===== config.mk =====
export PLATFORM = sky130hd
export DESIGN_NAME = dmem_arbiter
export DESIGN_NICKNAME = d
export VERILOG_FILES = /design/src/rtl/dmem_arbiter.sv
export SDC_FILE = /design/constraint.sdc
export NUM_CORES = 1
export LEC_CHECK = 0
export CAP_MARGIN = 5
export CORE_MARGIN = 3
export CORE_UTILIZATION = 44
export DETAILED_ROUTE_END_ITERATION = 8
export HOLD_SLACK_MARGIN = 0.02
export PLACE_DENSITY = 0.87
export SLEW_MARGIN = 20
export SYNTH_ARGS = -nofsm -noshare
export SYNTH_HDL_FRONTEND = slang
export SYNTH_SLANG_ARGS = --single-unit

===== constraint.sdc =====
create_clock -name clk -period 3.75 [get_ports clk]
set_input_delay 0.5625 -clock clk [delete_from_list [all_inputs] [get_ports clk]]
set_output_delay 0.5625 -clock clk [all_outputs]
set_load 0.05 [all_outputs]

===== src/rtl/dmem_arbiter.sv =====
// rtl/dmem_arbiter.sv - two-port arbiter and access sequencer for the 128x32 data memory (optional DMEM_ARB_RR_EN)

module dmem_arbiter #(
    parameter int ADDR_W      = 9,
    parameter int DATA_W      = 32,
    parameter int WAIT_CYCLES = 0,
    parameter int CNT_W       = 4
) (
    input  logic              clk,
    input  logic              rst_n,
    input  logic              req0_valid,
    input  logic              req0_we,
    input  logic [ADDR_W-1:0] req0_addr,
    input  logic [DATA_W-1:0] req0_wdata,
    output logic              done0,
    output logic [DATA_W-1:0] rdata0,
    output logic              err0,
    input  logic              req1_valid,
    input  logic              req1_we,
    input  logic [ADDR_W-1:0] req1_addr,
    input  logic [DATA_W-1:0] req1_wdata,
    output logic              done1,
    output logic [DATA_W-1:0] rdata1,
    output logic              err1,
    output logic [ADDR_W-1:0] mem_addr,
    output logic              mem_read,
    output logic              mem_write,
    output logic [DATA_W-1:0] mem_wdata,
    input  logic [DATA_W-1:0] mem_rdata,
    output logic              busy
);

    typedef enum logic [1:0] {
        IDLE   = 2'd0,
        ACCESS = 2'd1,
        RESP   = 2'd2
    } arbState_t;

    arbState_t         state;
    arbState_t         nextState;
    logic              owner;
    logic              ownWe;
    logic [ADDR_W-1:0] ownAddr;
    logic [DATA_W-1:0] ownWdata;
    logic [DATA_W-1:0] rdataReg;
    logic [CNT_W-1:0]  cnt;
    logic              anyValid;
    logic              grantPort;
    logic              misaligned;
    logic              firstCycle;

    assign anyValid   = req0_valid | req1_valid;
    assign misaligned = |ownAddr[1:0];
    assign firstCycle = (cnt == CNT_W'(WAIT_CYCLES));

`ifdef DMEM_ARB_RR_EN
    logic lastGrant;

    // On a tie the port that did not win last time is served; a lone request always wins
    assign grantPort = (req0_valid & req1_valid) ? ~lastGrant : req1_valid;

    // Remember the most recently granted port, updated on every grant
    always_ff @(posedge clk or negedge rst_n) begin
        if (!rst_n) begin
            lastGrant <= 1'b1;
        end else if (state == IDLE && anyValid) begin
            lastGrant <= grantPort;
        end
    end
`else
    // Fixed priority: port 0 wins whenever it is requesting
    assign grantPort = ~req0_valid;
`endif

    // State register
    always_ff @(posedge clk or negedge rst_n) begin
        if (!rst_n) begin
            state <= IDLE;
        end else begin
            state <= nextState;
        end
    end

    // Latch the granted request, run the wait counter and capture read data at the last ACCESS cycle
    always_ff @(posedge clk or negedge rst_n) begin
        if (!rst_n) begin
            owner    <= 1'b0;
            ownWe    <= 1'b0;
            ownAddr  <= '0;
            ownWdata <= '0;
            rdataReg <= '0;
            cnt      <= '0;
        end else begin
            case (state)
                IDLE: begin
                    if (anyValid) begin
                        owner    <= grantPort;
                        ownWe    <= grantPort ? req1_we : req0_we;
                        ownAddr  <= grantPort ? req1_addr : req0_addr;
                        ownWdata <= grantPort ? req1_wdata : req0_wdata;
                        rdataReg <= '0;
                        cnt      <= CNT_W'(WAIT_CYCLES);
                    end
                end
                ACCESS: begin
                    if (cnt == '0) begin
                        // Writes and misaligned accesses report zero read data
                        rdataReg <= (~ownWe & ~misaligned) ? mem_rdata : '0;
                    end else begin
                        cnt <= cnt - CNT_W'(1);
                    end
                end
                default: begin
                end
            endcase
        end
    end

    // Next-state logic plus memory strobes and the per-port completion outputs
    always_comb begin
        nextState = state;
        mem_addr  = '0;
        mem_read  = 1'b0;
        mem_write = 1'b0;
        mem_wdata = '0;
        done0     = 1'b0;
        rdata0    = '0;
        err0      = 1'b0;
        done1     = 1'b0;
        rdata1    = '0;
        err1      = 1'b0;
        busy      = (state != IDLE);
        case (state)
            IDLE: begin
                if (anyValid) begin
                    nextState = ACCESS;
                end
            end
            ACCESS: begin
                mem_addr  = ownAddr;
                mem_wdata = ownWe ? ownWdata : '0;
                mem_read  = ~ownWe & ~misaligned;
                // A write strobes only once even when wait states stretch the access
                mem_write = ownWe & ~misaligned & firstCycle;
                if (cnt == '0) begin
                    nextState = RESP;
                end
            end
            RESP: begin
                done0     = ~owner;
                rdata0    = owner ? '0 : rdataReg;
                err0      = ~owner & misaligned;
                done1     = owner;
                rdata1    = owner ? rdataReg : '0;
                err1      = owner & misaligned;
                nextState = IDLE;
            end
            default: begin
                nextState = IDLE;
            end
        endcase
    end

endmodule

**Yosys cells after proc, flatten, opt, wreduce, memory -nomap -nowiden**

Cells that the tools add are included.

- Register bits: 81
- Input bits: 120
- Output and inout port bits: 112
- Logic and storage cells: 58

- $add $sub $neg: 1
- Equal/unequal tests: 5
- Mux-type cells: 26
- Bitwise logic cells: 10
- Reductions and logical operators: 9

Operators by type and width:

| kind | number |
|---|---|
| 2-to-1 mux 32 bit | 10 |
| one-hot mux 32 bit (2 select lines) | 1 |
| 2-to-1 mux 9 bit | 2 |
| 2-to-1 mux 4 bit | 2 |
| one-hot mux 4 bit (2 select lines) | 1 |
| 2-to-1 mux 1 bit | 7 |
| inequality test 2 bit, second input constant | 3 |
| AND reduction 3 bit | 2 |
| bitwise AND 1 bit | 5 |
| zero test 4 bit | 1 |
| 2-to-1 mux 2 bit | 2 |
| inverter 1 bit | 4 |
| one-hot mux 2 bit (2 select lines) | 1 |
| AND reduction 2 bit | 2 |
| nonzero test 2 bit | 2 |
| subtractor 4 x 1 -> 4 bit, second input constant | 1 |
| equality test 2 x 1 -> 1 bit, second input constant | 1 |
| equality test 2 bit, second input constant | 1 |
| zero test 2 bit | 1 |
| OR reduction 2 bit | 1 |
| OR 1 bit | 1 |

**Longest topological paths before layout**

Gate-level depths: netlist (run 1).

- Word-level depth: 6
- Mapped depth: 7

**Worst setup path before layout (run 1)**

Ideal clock, no wire load.

- Path type: reg2out
- From: register state[0]
- To: output rdata0[22]
- Arrival time: 1.917 ns
- Required time: 3.188 ns
- Path slack: 1.271 ns
- Cell stages (with the launch flop): 4
- Buffers on the path: 1
- Cells stage by stage: dfrtp_1 -> nor3b_1 -> clkbuf_1 -> and2_1

- Word-level cells in the longest chain between the ends: 2

Ends and longest elaborated chain:

| element | RTL line | RTL |
|---|---|---|
| from (decl) | 39 | `arbState_t state;` |
| from (signal assigned) | 80 | `state <= nextState;` |
| equality test 2 bit | 133 | `case (state)` |
| 2-to-1 mux 32 bit | 133 |  |
| to (decl) | 16 | `output logic [DATA_W-1:0] rdata0,` |

Every way passes these cells.

**Worst setup path in the final report (run 1)**

- From: register state[0]
- To: output rdata1[9]

- Word-level cells in the longest chain between the ends: 2

Ends and longest elaborated chain:

| element | RTL line | RTL |
|---|---|---|
| equality test 2 bit | 133 |  |
| 2-to-1 mux 32 bit | 133 |  |
| to (decl) | 23 | `output logic [DATA_W-1:0] rdata1,` |

Every way passes these cells.

==> results by group, run 1 <==
Placement
  – Post-DP HPWL: 10.5 mm
  – Area after DPL: 0.00695 mm2
  – Port bufs: 231
  – Routability Congestion: 0.778

Global route
  – First-pass GRT wire length: 23.7 mm
  – Tot GR Track Use: 0.253
  – Largest net degree at the start of global routing: 82
  – Number of global-route vias before repair: 4720
  – Total grt overflow: 0
  – Initial antenna violation count: 0

Timing
  – Slew at the pin closest to its max-slew limit: 963 ps
  – Fmax: 306 MHz
  – Slew margin rel.: 0.358
  – Final hold violation count: 0
  – Clock skew: 15.2 ps
  – Final Setup Violations: 0
  – RSZ-0062 raised after global routing: false
  – Setup TNS Final: 0 ps
  – Final critical-path share of the clock period: 0.871
  – Final Max Slew Viols: 0
  – Final Critical Period: 3260 ps

Clock tree
  – CTS Sinks: 81
  – Num CTS Buffers: 9
  – Clk_lat worst skew: 340 ps
  – Setup bufs post-CTS: 0
  – Clock buffer depth: 2
  – Clock transition at path regs: 90 ps
  – Max H-tree Level: 3
  – CTS Hold Bufs: 0
  – CTS tree: built
  – Post-CTS Resized: 0
  – Clock Root Buffer: clkbuf_8

Synth
  – Post-synth top area share: 0.440
  – Synthesized net count: 623
  – Area leader, netlist: dfrtp_1
  – Mapped Area: 0.00461 mm2
  – Async S/R FF share, synth: 1.00
  – Seq/Total Area, Yosys: 0.440
  – Synthesized flop and latch total: 81
  – Main area contributors after synthesis: dfrtp_1 (44%), and2_1 (10%), mux2i_1 (9.8%)
  – Syn avg cell area: 9.21 um2
  – Yosys cell types: 29
  – EDFF count, synth: 0
  – Synth Flop Type: dfrtp_1
  – Synth Warn #: 0
  – Synthesized instance count: 501

Pwr
  – Peak VDD IR: 0.413 mV
  – PwrDens: 550 mW/mm2
  – Power, Total: 3.95 mW
  – Lkg Pwr: 3.01 nW

Layout
  – Share of layout cells above drive strength 1: 0.0554
  – Cell area after layout: 0.00718 mm2
  – Antenna cells: 0
  – Commonest cells after routing, fill and taps aside: clkdlybuf4s50_1 (228), o21ai_0 (88), dfrtp_1 (81)
  – Final core occ: 0.718
  – Area Growth Syn to Fin: 55.6%
  – Commonest non-fill, non-tap cell in the layout: clkdlybuf4s50_1
  – Nets: 821

Floorplanning
  – Die H: 108 um
  – Initial Utilization: 0.461
  – Core Region: 0.0100 mm2
  – Site row count: 36
  – Die width: 108 um
  – Die footprint: 0.0117 mm2
  – Num ports: 232

Critical path
  – Setup crit start kind: flop
  – CP Max Fanout: 34
  – Kind of critical path: reg -> out
  – CP arrival: 2700 ps
  – Crit path capture type: primary output
  – Data required, critical path: 3190 ps

Drt
  – WL per Instance: 17.9 um
  – Starting DRT DRC Count: 250
  – # DRC: 0
  – Total number of vias: 4753
  – Number of vias per cell: 5.68
  – WL final: 15.0 mm
  – Post-route ant nets: 0
  – 1st-pass router iterations: 4

Worst hold path
  – Worst Hold Class: in -> async

Run
  – Max cap viols: 0

Status
  – Status: completed
==> path summary, 6_finish.rpt <==
kind                                   from           end  slack, ps  depth (start not counted)
worst min-delay path                  rst_n  ownWdata[28]        170                          1
worst min register to register  ownWdata[4]   ownWdata[4]        510                          2
worst max register to register        ownWe  rdataReg[16]       1930                          4
min in group clk                ownWdata[4]   ownWdata[4]        510                          2
worst max-delay path               state[0]     rdata1[9]        490                          3
max in group asynchronous             rst_n  ownWdata[15]       2970                          2
==> per-layer routing <==
layer / up-vias / routed length [um] / global-route usage
met2: 262 / 7540 / 0.441
met4: 0 / 227 / 0.0730
li1: 2194 / - / -
met3: 19 / 1450 / 0.0513
met5: - / 0 / 0
met1: 2278 / 5790 / 0.318
==> Yosys cell counts, drive strengths merged, types with 2 or more instances <==
cell type  instances
nor2               3
inv                4
mux2i             45
o21ai            121
a21oi              2
nor3               2
buf               16
ha                 2
clkbuf            41
and3              33
o221ai            32
dfrtp             81
and2              74
nor2b              3
or2                2
nand3             32
==> final cells by class <==
cell class,count,area [um2]
Clock inverter,5,80.1
Multi-Input combinational cell,359,2350
Clock buffer,11,131
Inverter,4,15.0
Tap cell,133,166
Timing Repair Buffer,244,2410
Sequential cell,81,2030
Fill cell,761,2820
==> state kept, by name (all words and copies together) (netlist names) <==
register	flops
cnt	4
ownAddr	9
state	2
rdataReg	32
ownWe	1
owner	1
ownWdata	32
==> worst max-delay path: stages, from the launching register on <==
cell             delay (ps)
dfrtp_1                 430
and3b_1                 870
and2_1                  240
clkdlybuf4s50_1         810
==> kinds of logic after synthesis <==
group / after synthesis / synth area share
DFF: 81 / 0.439
adders and majority gates: 2 / 0.00543
buffers and inverters: 61 / 0.0581
and+or+nand+nor: 155 / 0.201
AOI/OAI and AO/OA: 157 / 0.198
muxes: 45 / 0.0977
==> power breakdown <==
part	leakage, nW	switching (mW)	internal [mW]
clock	0.0995	0.314	0.375
sequential	1.05	0.198	1.15
combinational	1.86	1.29	0.618
==> per-stage QoR <==
| stage | std cells | hold slack [ps] | worst slack [ps] |
|---|---|---|---|
| detailed placement | 820 | 491 | 842 |
| floorplan | 501 | 267 | 1270 |
| finish | 837 | 175 | 486 |
| global route | 837 | 201 | 248 |
| CTS | 836 | 432 | 449 |
| global placement | 820 | 482 | 1000 |
No activity file was read; power rests on OpenSTA's default activity.
==> inputs of run 2 (changes only) <==
--- a/config.mk
+++ b/config.mk
@@ -5,8 +5,7 @@
 export SDC_FILE = /design/constraint.sdc
 export NUM_CORES = 1
 export LEC_CHECK = 0
-export CAP_MARGIN = 5
-export CORE_MARGIN = 3
+export CAP_MARGIN = 20
 export CORE_UTILIZATION = 44
 export DETAILED_ROUTE_END_ITERATION = 8
 export HOLD_SLACK_MARGIN = 0.02
==> results by group, run 2 (same netlist as run 1, synthesis figures left out) <==
Timing
  – Clock skew: 9.54 ps
  – Setup TNS Final: 0 ps
  – Fmax: 310 MHz
  – Final Setup Violations: 0
  – Final Critical Period: 3230 ps
  – Slew margin rel.: 0.352
  – Final critical-path share of the clock period: 0.860
  – Final hold violation count: 0
  – Slew at the pin closest to its max-slew limit: 973 ps
  – Final Max Slew Viols: 0
  – RSZ-0062 raised after global routing: false

Drt
  – Post-route ant nets: 0
  – Number of vias per cell: 5.67
  – WL per Instance: 16.9 um
  – WL final: 14.2 mm
  – Total number of vias: 4761
  – # DRC: 0
  – 1st-pass router iterations: 5
  – Starting DRT DRC Count: 295

Floorplanning
  – Die H: 104 um
  – Die footprint: 0.0109 mm2
  – Num ports: 232
  – Initial Utilization: 0.451
  – Die width: 104 um
  – Site row count: 37
  – Core Region: 0.0102 mm2

Critical path
  – CP Cell Sequence: nor2b_4, and3_1, clkdlybuf4s50_1
  – CP Max Fanout: 46
  – R2R cell count: 4
  – Kind of critical path: reg -> out
  – CP max stage delay: 820 ps
  – R2R Setup Slk: 1770 ps
  – Crit path capture type: primary output
  – CP max-delay cell: clkdlybuf4s50_1
  – Critical R2R Launch: state[0]
  – R2r endpoint: cnt[0]
  – CP arrival: 2660 ps
  – Setup crit start kind: flop
  – Data required, critical path: 3190 ps

Clock tree
  – Clock buffer depth: 2
  – Clock transition at path regs: 80 ps
  – Clock Root Buffer: clkbuf_8
  – Num CTS Buffers: 9
  – CTS tree: built
  – Post-CTS Resized: 0
  – Clk_lat worst skew: 350 ps
  – Setup bufs post-CTS: 0
  – CTS Hold Bufs: 0
  – Max H-tree Level: 3
  – CTS Sinks: 81

Global route
  – Number of global-route vias before repair: 4524
  – Tot GR Track Use: 0.258
  – First-pass GRT wire length: 22.6 mm
  – Initial antenna violation count: 0
  – Largest net degree at the start of global routing: 82
  – Total grt overflow: 0

Layout
  – Share of layout cells above drive strength 1: 0.0554
  – Antenna cells: 0
  – Commonest non-fill, non-tap cell in the layout: clkdlybuf4s50_1
  – Nets: 821
  – Final core occ: 0.699
  – Area Growth Syn to Fin: 55.0%
  – Commonest cells after routing, fill and taps aside: clkdlybuf4s50_1 (228), o21ai_0 (88), dfrtp_1 (81)
  – Largest regs: ownWdata x32, rdataReg x32, ownAddr x9

Pwr
  – PwrDens: 542 mW/mm2
  – Lkg Pwr: 3.00 nW
  – Peak VDD IR: 0.357 mV

Worst hold path
  – Worst Hold Class: in -> async

Placement
  – Port bufs: 231
  – Post-DP HPWL: 9.81 mm
  – Routability Congestion: 0.823

Status
  – Status: completed

Run
  – Max cap viols: 0
[run 2: worst max path at each step]
stage                  start            end  slack, ps  cells after the start
CTS                 state[0]   mem_wdata[5]        540                      3
floorplan           state[0]     rdata0[22]       1270                      3
detailed placement  state[0]   mem_wdata[5]        940                      3
global placement    state[0]  mem_wdata[12]       1070                      3
global route        state[0]   mem_wdata[5]        400                      3
finish              state[0]   mem_wdata[5]        520                      3
[run 2: layer usage]
layer	global-route usage	part of all wire	vias to the layer above
met5	0	0	-
met4	0.134	0.033	0
met3	0.0439	0.064	33
met2	0.450	0.50	261
met1	0.304	0.40	2276
li1	-	-	2191
[run 2: cell type report]
class / instances / area [um2]
fill: 754 / 3080
clock buffer: 11 / 131
inverter: 4 / 15.0
sequential: 81 / 2030
multi-input combinational: 359 / 2350
timing repair buffer: 244 / 2400
clock inverter: 5 / 56.3
tap: 136 / 170
[run 2: worst max-delay path: cells and delay by family (launching register included)]
kind                   cells  cell delay, ps
buffers and inverters      1             820
flip-flops                 1             420
AND/OR/NAND/NOR            2            1070
[run 2: metrics by stage]
stage | worst slack [ps] | instance area (um2) | hold slack (ps) | instances | total power, mW
after CTS | 542 | 7150 | 418 | 840 | 3.88
after detailed placement | 942 | 6960 | 493 | 824 | 3.26
after global routing | 402 | 7150 | 310 | 840 | 4.10
final | 523 | 7150 | 243 | 840 | 3.87
after global placement | 1070 | 6960 | 484 | 824 | 3.19
after floorplan | 1270 | 4610 | 267 | 501 | 2.58
[run 2: where the power goes]
| part | internal [mW] | switching [mW] |
|---|---|---|
| combinational | 0.620 | 1.27 |
| sequential | 1.15 | 0.215 |
| clock | 0.307 | 0.312 |
==> inputs of run 3 (changes only) <==
--- a/config.mk
+++ b/config.mk
@@ -6,10 +6,10 @@
 export NUM_CORES = 1
 export LEC_CHECK = 0
 export CAP_MARGIN = 20
-export CORE_UTILIZATION = 44
+export CORE_UTILIZATION = 25
+export CTS_CLUSTER_DIAMETER = 50
 export DETAILED_ROUTE_END_ITERATION = 8
 export HOLD_SLACK_MARGIN = 0.02
-export PLACE_DENSITY = 0.87
 export SLEW_MARGIN = 20
 export SYNTH_ARGS = -nofsm -noshare
 export SYNTH_HDL_FRONTEND = slang
==> results by group, run 3 (same netlist as run 1, synthesis figures left out) <==
Placement
  – DP Cell Count: 914
  – Area after DPL: 0.00706 mm2
  – Post-DP HPWL: 10.4 mm
  – Port bufs: 231
  – DP Worst Slack: 799 ps
  – Routability Congestion: 0.755

Clock tree
  – CTS Hold Bufs: 0
  – Clk_lat worst skew: 330 ps
  – Clock transition at path regs: 60 ps
  – CTS tree: built
  – Post-CTS Resized: 0
  – Setup bufs post-CTS: 0
  – Num CTS Buffers: 9
  – Clock Root Buffer: clkbuf_16
  – CTS Sinks: 81
  – Max H-tree Level: 3
  – Clock buffer depth: 2

Timing
  – Final hold violation count: 0
  – Final Worst Setup Slack: 480 ps
  – Final Setup Violations: 0
  – Slew margin rel.: 0.325
  – Slew at the pin closest to its max-slew limit: 1010 ps
  – Hold slack: 280 ps
  – RSZ-0062 raised after global routing: false
  – Setup TNS Final: 0 ps
  – Final Critical Period: 3270 ps
  – Final Max Slew Viols: 0
  – Clock skew: 3.76 ps
  – Final critical-path share of the clock period: 0.872
  – Fmax: 306 MHz

Critical path
  – R2R cell count: 4
  – Crit path capture type: primary output
  – CP Max Fanout: 34
  – Data required, critical path: 3190 ps
  – Kind of critical path: reg -> out
  – CP arrival: 2710 ps
  – Setup crit start kind: flop

Drt
  – Number of vias per cell: 4.97
  – Total number of vias: 4622
  – 1st-pass router iterations: 5
  – Post-route ant nets: 0
  – Starting DRT DRC Count: 203
  – WL final: 15.4 mm
  – WL per Instance: 16.6 um
  – # DRC: 0

Floorplanning
  – Die H: 138 um
  – Site row count: 49
  – Core Region: 0.0180 mm2
  – Die footprint: 0.0190 mm2
  – Num ports: 232
  – Die width: 138 um
  – Initial Utilization: 0.256

Layout
  – Final non-filler cell total: 930
  – Final core occ: 0.409
  – Commonest non-fill, non-tap cell in the layout: clkdlybuf4s50_1
  – Filler cells: 1755
  – Commonest cells after routing, fill and taps aside: clkdlybuf4s50_1 (228), o21ai_0 (88), dfrtp_1 (81)
  – Largest regs: ownWdata x32, rdataReg x32, ownAddr x9
  – Cell area after layout: 0.00738 mm2
  – Share of layout cells above drive strength 1: 0.0514
  – Nets: 818
  – Area Growth Syn to Fin: 60.0%
  – Antenna cells: 0

Global route
  – Tot GR Track Use: 0.167
  – Total grt overflow: 0
  – Largest net degree at the start of global routing: 82
  – First-pass GRT wire length: 24.0 mm
  – Number of global-route vias before repair: 4495
  – Initial antenna violation count: 0

Pwr
  – Logic pwr share: 0.462
  – Clock network power share: 0.220
  – Peak VDD IR: 0.240 mV
  – Seq pwr share: 0.319
  – Power, Total: 4.19 mW
  – Switching Power: 1.85 mW
  – Internal power: 2.34 mW
  – Switching Share: 0.442
  – Lkg Pwr: 3.05 nW
  – PwrDens: 568 mW/mm2

Status
  – Status: completed

Run
  – Max cap viols: 0

Worst hold path
  – Worst Hold Class: in -> async
## run 3: area by class of cell
class / count / area [um2] / share of cell area
repair buffers: 241 / 2390 / 0.324
flip-flops and latches: 81 / 2030 / 0.275
clock buffers: 14 / 274 / 0.0371
inverters: 4 / 15.0 / 0.00204
clock inverters: 2 / 35.0 / 0.00475
well taps: 229 / 287 / 0.0388
multi-input cells: 359 / 2350 / 0.318
## run 3: routing by layer
| metal | share of wire | track usage | wire, um | vias up |
|---|---|---|---|---|
| li1 | - | - | - | 2197 |
| met1 | 0.43 | 0.203 | 6620 | 2184 |
| met2 | 0.47 | 0.283 | 7270 | 223 |
| met3 | 0.082 | 0.0419 | 1270 | 18 |
| met4 | 0.019 | 0.0640 | 291 | 0 |
| met5 | 0 | 0 | 0 | - |
## run 3: worst max-delay path, stage by stage (launching register included)
cell,delay [ps]
dfrtp_1,410
and3b_1,900
and2_1,250
clkdlybuf4s50_1,800
## run 3: path summary, 6_finish.rpt
| path | startpoint | to | slack [ps] |
|---|---|---|---|
| max | state[0] | rdata1[26] | 480 |
| min | rst_n | rdataReg[12] | 280 |
| max reg2reg | state[0] | rdataReg[16] | 1700 |
| min reg2reg | ownWdata[0] | ownWdata[0] | 500 |
| max in group asynchronous | rst_n | ownWdata[9] | 2960 |
| min in group clk | ownWdata[0] | ownWdata[0] | 500 |
## run 3: power groups by stage
stage	registers [mW]	clock network (mW)	logic, mW
floorplan	1.26	0	1.32
global placement	1.33	0	1.92
detailed placement	1.35	0	1.97
CTS	1.34	0.957	1.97
global route	1.38	0.981	2.12
finish	1.34	0.921	1.94
==> edit 1: new RTL, flow settings as in run 1 <==
Set the parameter `CNT_W` to 6 (it was 4).
--- a/src/rtl/dmem_arbiter.sv
+++ b/src/rtl/dmem_arbiter.sv
@@ -4,7 +4,7 @@
     parameter int ADDR_W      = 9,
     parameter int DATA_W      = 32,
     parameter int WAIT_CYCLES = 0,
-    parameter int CNT_W       = 4
+    parameter int CNT_W       = 6
 ) (
     input  logic              clk,
     input  logic              rst_n,
Formal check against the unedited RTL: same outputs for any inputs over 10 cycles, from zero or initial values and one cycle with rst_n low; that may be too few to reach the edited logic, so the function may still have changed.
==> edit 1 against run 1 <==
  * Sequential cell count grew 2
  * Cell count shrank 2.5%
  * Count of clock-buffer cells in the layout grew 1
  * Cell area grew 2.1%
  * Synthesized area grew 2.7%
  * Routed wire length shrank 7.0%
  * Via count shrank 8.3%
  * Worst setup slack gained 0.0067 ns
  * Highest routed layer unchanged
Power is not compared: it rests on default switching activity, and its combinational part moved more than twofold at a synthesized area within 25%.
==> edit 1: results <==
{
  "ys_seq_area_share_pct": 43.9,
  "grt_max_degree": 84,
  "switchingPower_mw": 0.381,
  "synthTopCellsByCount": "o21ai_0, dfrtp_1, and2_1",
  "vias_per_cell": 5.34,
  "drive_gt1_share_pct": 9.41,
  "num-fill-cells": 755,
  "drcViolationCount": 0,
  "initialDrtViolationCount": 208,
  "status": "complete, no violations",
  "ys_warn_count": 0,
  "hpwl_mm": 10.3,
  "ys_types": 31,
  "gp_congestion": 0.756,
  "crit_slowest_cell": "and3b_1",
  "grt_util_all_layers_pct": 23.2,
  "finClkSkew_ns": 0.00735,
  "grt_pass1_wl_mm": 21.8,
  "max_slew_margin_pct": 39.8,
  "synthTopCellsByArea": "dfrtp_1, mux2i_1, and2_1",
  "syn-num-nets": 592,
  "cp_slowest_stage_delay_ns": 0.83,
  "grt_pass1_vias": 4383,
  "clk_pin_slew_ns": 0.08,
  "synthArstFlopShare_pct": 100,
  "nNetsFinal": 797,
  "peakVddDrop_mv": 0.231,
  "post_drt_wl_per_cell_microns": 17.1,
  "portBuffers": 231
}
[edit 1: cell families after synthesis]
kind of cell | Yosys count | synth area share (%)
compound gates | 99 | 11.2
fa+ha+maj | 2 | 0.528
buf+inv | 49 | 4.44
flops | 83 | 43.9
mux | 79 | 17.5
simple gates | 158 | 22.4
[edit 1: cell type report]
class | count | area share, %
multi-input combinational | 338 | 33.7
timing repair buffer | 239 | 32.3
sequential | 83 | 28.4
tap | 136 | 2.32
inverter | 4 | 0.205
clock buffer | 12 | 2.12
clock inverter | 4 | 0.990
[edit 1: metal layers]
metal / wire length, microns / part of all wire (%) / global-route usage (%) / up-vias
li1: - / - / - / 2054
met1: 5430 / 39 / 27.7 / 2079
met2: 6820 / 49 / 39.3 / 208
met3: 1430 / 10 / 7.57 / 19
met4: 280 / 2.0 / 8.28 / 0
met5: 0 / 0 / 0 / -
[edit 1: worst max-delay path, delay by kind of cell (launching register included)]
| kind | cells | cell delay [ns] |
|---|---|---|
| flops | 1 | 0.44 |
| simple gates | 2 | 1.07 |
| buf+inv | 1 | 0.82 |
[edit 1: path summary, 6_finish.rpt]
| check | start | endpoint | slack [ns] | cells past startpoint |
|---|---|---|---|---|
| max in group asynchronous | rst_n | ownWe | 2.96 | 1 |
| min in group clk | cnt[4] | cnt[4] | 0.49 | 1 |
| worst max register to register | cnt[3] | rdataReg[12] | 1.29 | 4 |
| worst max-delay path | state[0] | rdata1[25] | 0.49 | 3 |
| worst min-delay path | rst_n | rdataReg[20] | 0.25 | 1 |
| worst min register to register | cnt[4] | cnt[4] | 0.49 | 1 |
[edit 1: power by group through the flow]
stage	registers [mW]	clock network (mW)	logic, mW
2_1_floorplan	0.912	0	0.0544
3_3_place_gp	0.912	0	0.203
3_5_place_dp	0.912	0	0.207
4_1_cts	0.894	0.748	0.208
5_1_grt	0.894	0.787	0.222
6_report	0.894	0.726	0.205
[edit 1: metrics by stage]
step                      hold WS [ns]  setup slack (ns)  util (%)  cell area, sq um  instances
after global routing             0.294             0.313      70.3              7330        816
after detailed placement         0.487             0.877      68.1              7100        800
after CTS                        0.425             0.481      70.3              7320        816
after floorplan                  0.267              1.06         -              4730        470
after global placement           0.470              1.02      68.1              7100        800
final                            0.246             0.492      70.3              7330        816
==> edit 2: new RTL, config.mk and constraints of run 1 <==
Without the edit above. Encoding of `arbState_t`: now one-hot (3 bits for 3 states).
--- a/src/rtl/dmem_arbiter.sv
+++ b/src/rtl/dmem_arbiter.sv
@@ -30,10 +30,10 @@
     output logic              busy
 );
 
-    typedef enum logic [1:0] {
-        IDLE   = 2'd0,
-        ACCESS = 2'd1,
-        RESP   = 2'd2
+    typedef enum logic [2:0] {
+        IDLE   = 3'b001,
+        ACCESS = 3'b010,
+        RESP   = 3'b100
     } arbState_t;
 
     arbState_t         state;
Behaviour: no difference found for any inputs over 10 cycles, from zero or initial values and one cycle with rst_n low; not proved beyond that.
==> edit 2 against run 1 <==
  * Worst setup slack got worse by 0.066 ns
  * Sequential cell count rose by 1
  * Die area rose by 0.77%
  * Cell area rose by 1.7%
  * Via count fell by 17%
  * Sequential share of layout area fell by 0.10 points
  * Non-clock buffer count fell by 3
  * Total power barely moved
  * Routed wire length fell by 12%
  * First-iteration DRC count fell by 10%
  * Synthesized area rose by 0.81%
  * Largest cell class is now multi-input combinational cells
==> edit 2: results <==
{
  "num-fill-cells": 714,
  "drt-met1-wl_mm": 5.33,
  "ys_seq_area_share_pct": 44.2,
  "fmax_ghz": 0.300,
  "finClkSkew_ns": 0.0100,
  "synthTopCellsByArea": "dfrtp_1, mux2_2, and2_1",
  "grt_pass1_wl_mm": 20.8,
  "initialDrtViolationCount": 225,
  "power_leakage_nw": 3.24,
  "routed_wl_mm": 13.3,
  "ys_types": 31,
  "synth_compound_area_share_pct": 1.80,
  "nNetsFinal": 747,
  "hpwl_mm": 9.88,
  "synthTopCellsByCount": "mux2_2, dfrtp_1, and2_1",
  "reg_top3": "ownWdata: 32 flops, rdataReg: 32 flops, ownAddr: 9 flops",
  "wl_met3_mm": 1.10,
  "gp_congestion": 0.751,
  "cp_max_fo": 28,
  "yosys-mux-area-fraction_pct": 28.1,
  "whs_ns": 0.248,
  "grt_max_degree": 83,
  "synth_fa_ha_area_share_pct": 0.538,
  "peakVddDrop_mv": 0.427,
  "p_int_mw": 2.43,
  "drive_gt1_share_pct": 24.1,
  "synth_xor_xnor_area_share_pct": 0.377,
  "syn-num-nets": 529,
  "grt_pass1_vias": 4095,
  "status": "complete, no violations",
  "rrSetupSlack_ns": 1.26,
  "max_slew_margin_pct": 40.3,
  "vias": 3925,
  "grt_util_all_layers_pct": 22.4,
  "hp-class": "in -> async"
}
-- edit 2: cells by family after synthesis --
family                   Yosys count
AND/OR/NAND/NOR                  156
multiplexers                     116
flip-flops                        82
buffers and inverters             38
AO/OA/AOI/OAI                     11
XOR/XNOR                           2
adder cells (fa/ha/maj)            2
-- edit 2: worst paths after layout --
path                            start       endpoint  cells after the start
hold reg to reg            ownAddr[3]     ownAddr[3]                      1
max in group asynchronous       rst_n   ownWdata[19]                      1
setup reg to reg               cnt[0]   rdataReg[12]                      6
min in group clk           ownAddr[3]     ownAddr[3]                      1
hold / removal                  rst_n   ownWdata[25]                      1
setup / recovery             state[1]  mem_wdata[19]                      4
-- edit 2: metal layers --
layer  vias up  track usage (%)
met5         -                0
met1      1874             27.0
li1       1855                -
met2       179             39.8
met4         0             6.13
met3        17             5.45
-- edit 2: layout make-up --
cell class | instances | area [sq um] | area share [%]
sequential | 82 | 2050 | 28.1
inverter | 4 | 15.0 | 0.206
clock inverter | 4 | 51.3 | 0.703
clock buffer | 12 | 155 | 2.13
multi-input combinational | 287 | 2460 | 33.7
timing repair buffer | 241 | 2400 | 32.9
tap | 133 | 166 | 2.28
-- edit 2: metrics by stage --
step           total power, mW  cells  area, sq um
6_report                  3.95    763         7300
5_1_grt                   4.16    763         7300
3_5_place_dp              3.25    746         7060
4_1_cts                   3.92    762         7270
3_3_place_gp              3.19    746         7060
2_1_floorplan             2.69    407         4650
-- edit 2: critical path, cell delays in order, from the launching register on --
cell and delay (ns):
dfrtp_1 0.49, nor3b_4 0.55, buf_4 0.37, and3_1 0.20
clkdlybuf4s50_1 0.82
-- edit 2: power by group through the flow --
stage | Sequential [mW] | Clock [mW] | Combinational [mW]
final | 1.44 | 0.659 | 1.85
after global routing | 1.48 | 0.710 | 1.97
after CTS | 1.44 | 0.676 | 1.81
after detailed placement | 1.45 | 0 | 1.80
after global placement | 1.44 | 0 | 1.75
after floorplan | 1.32 | 0 | 1.37
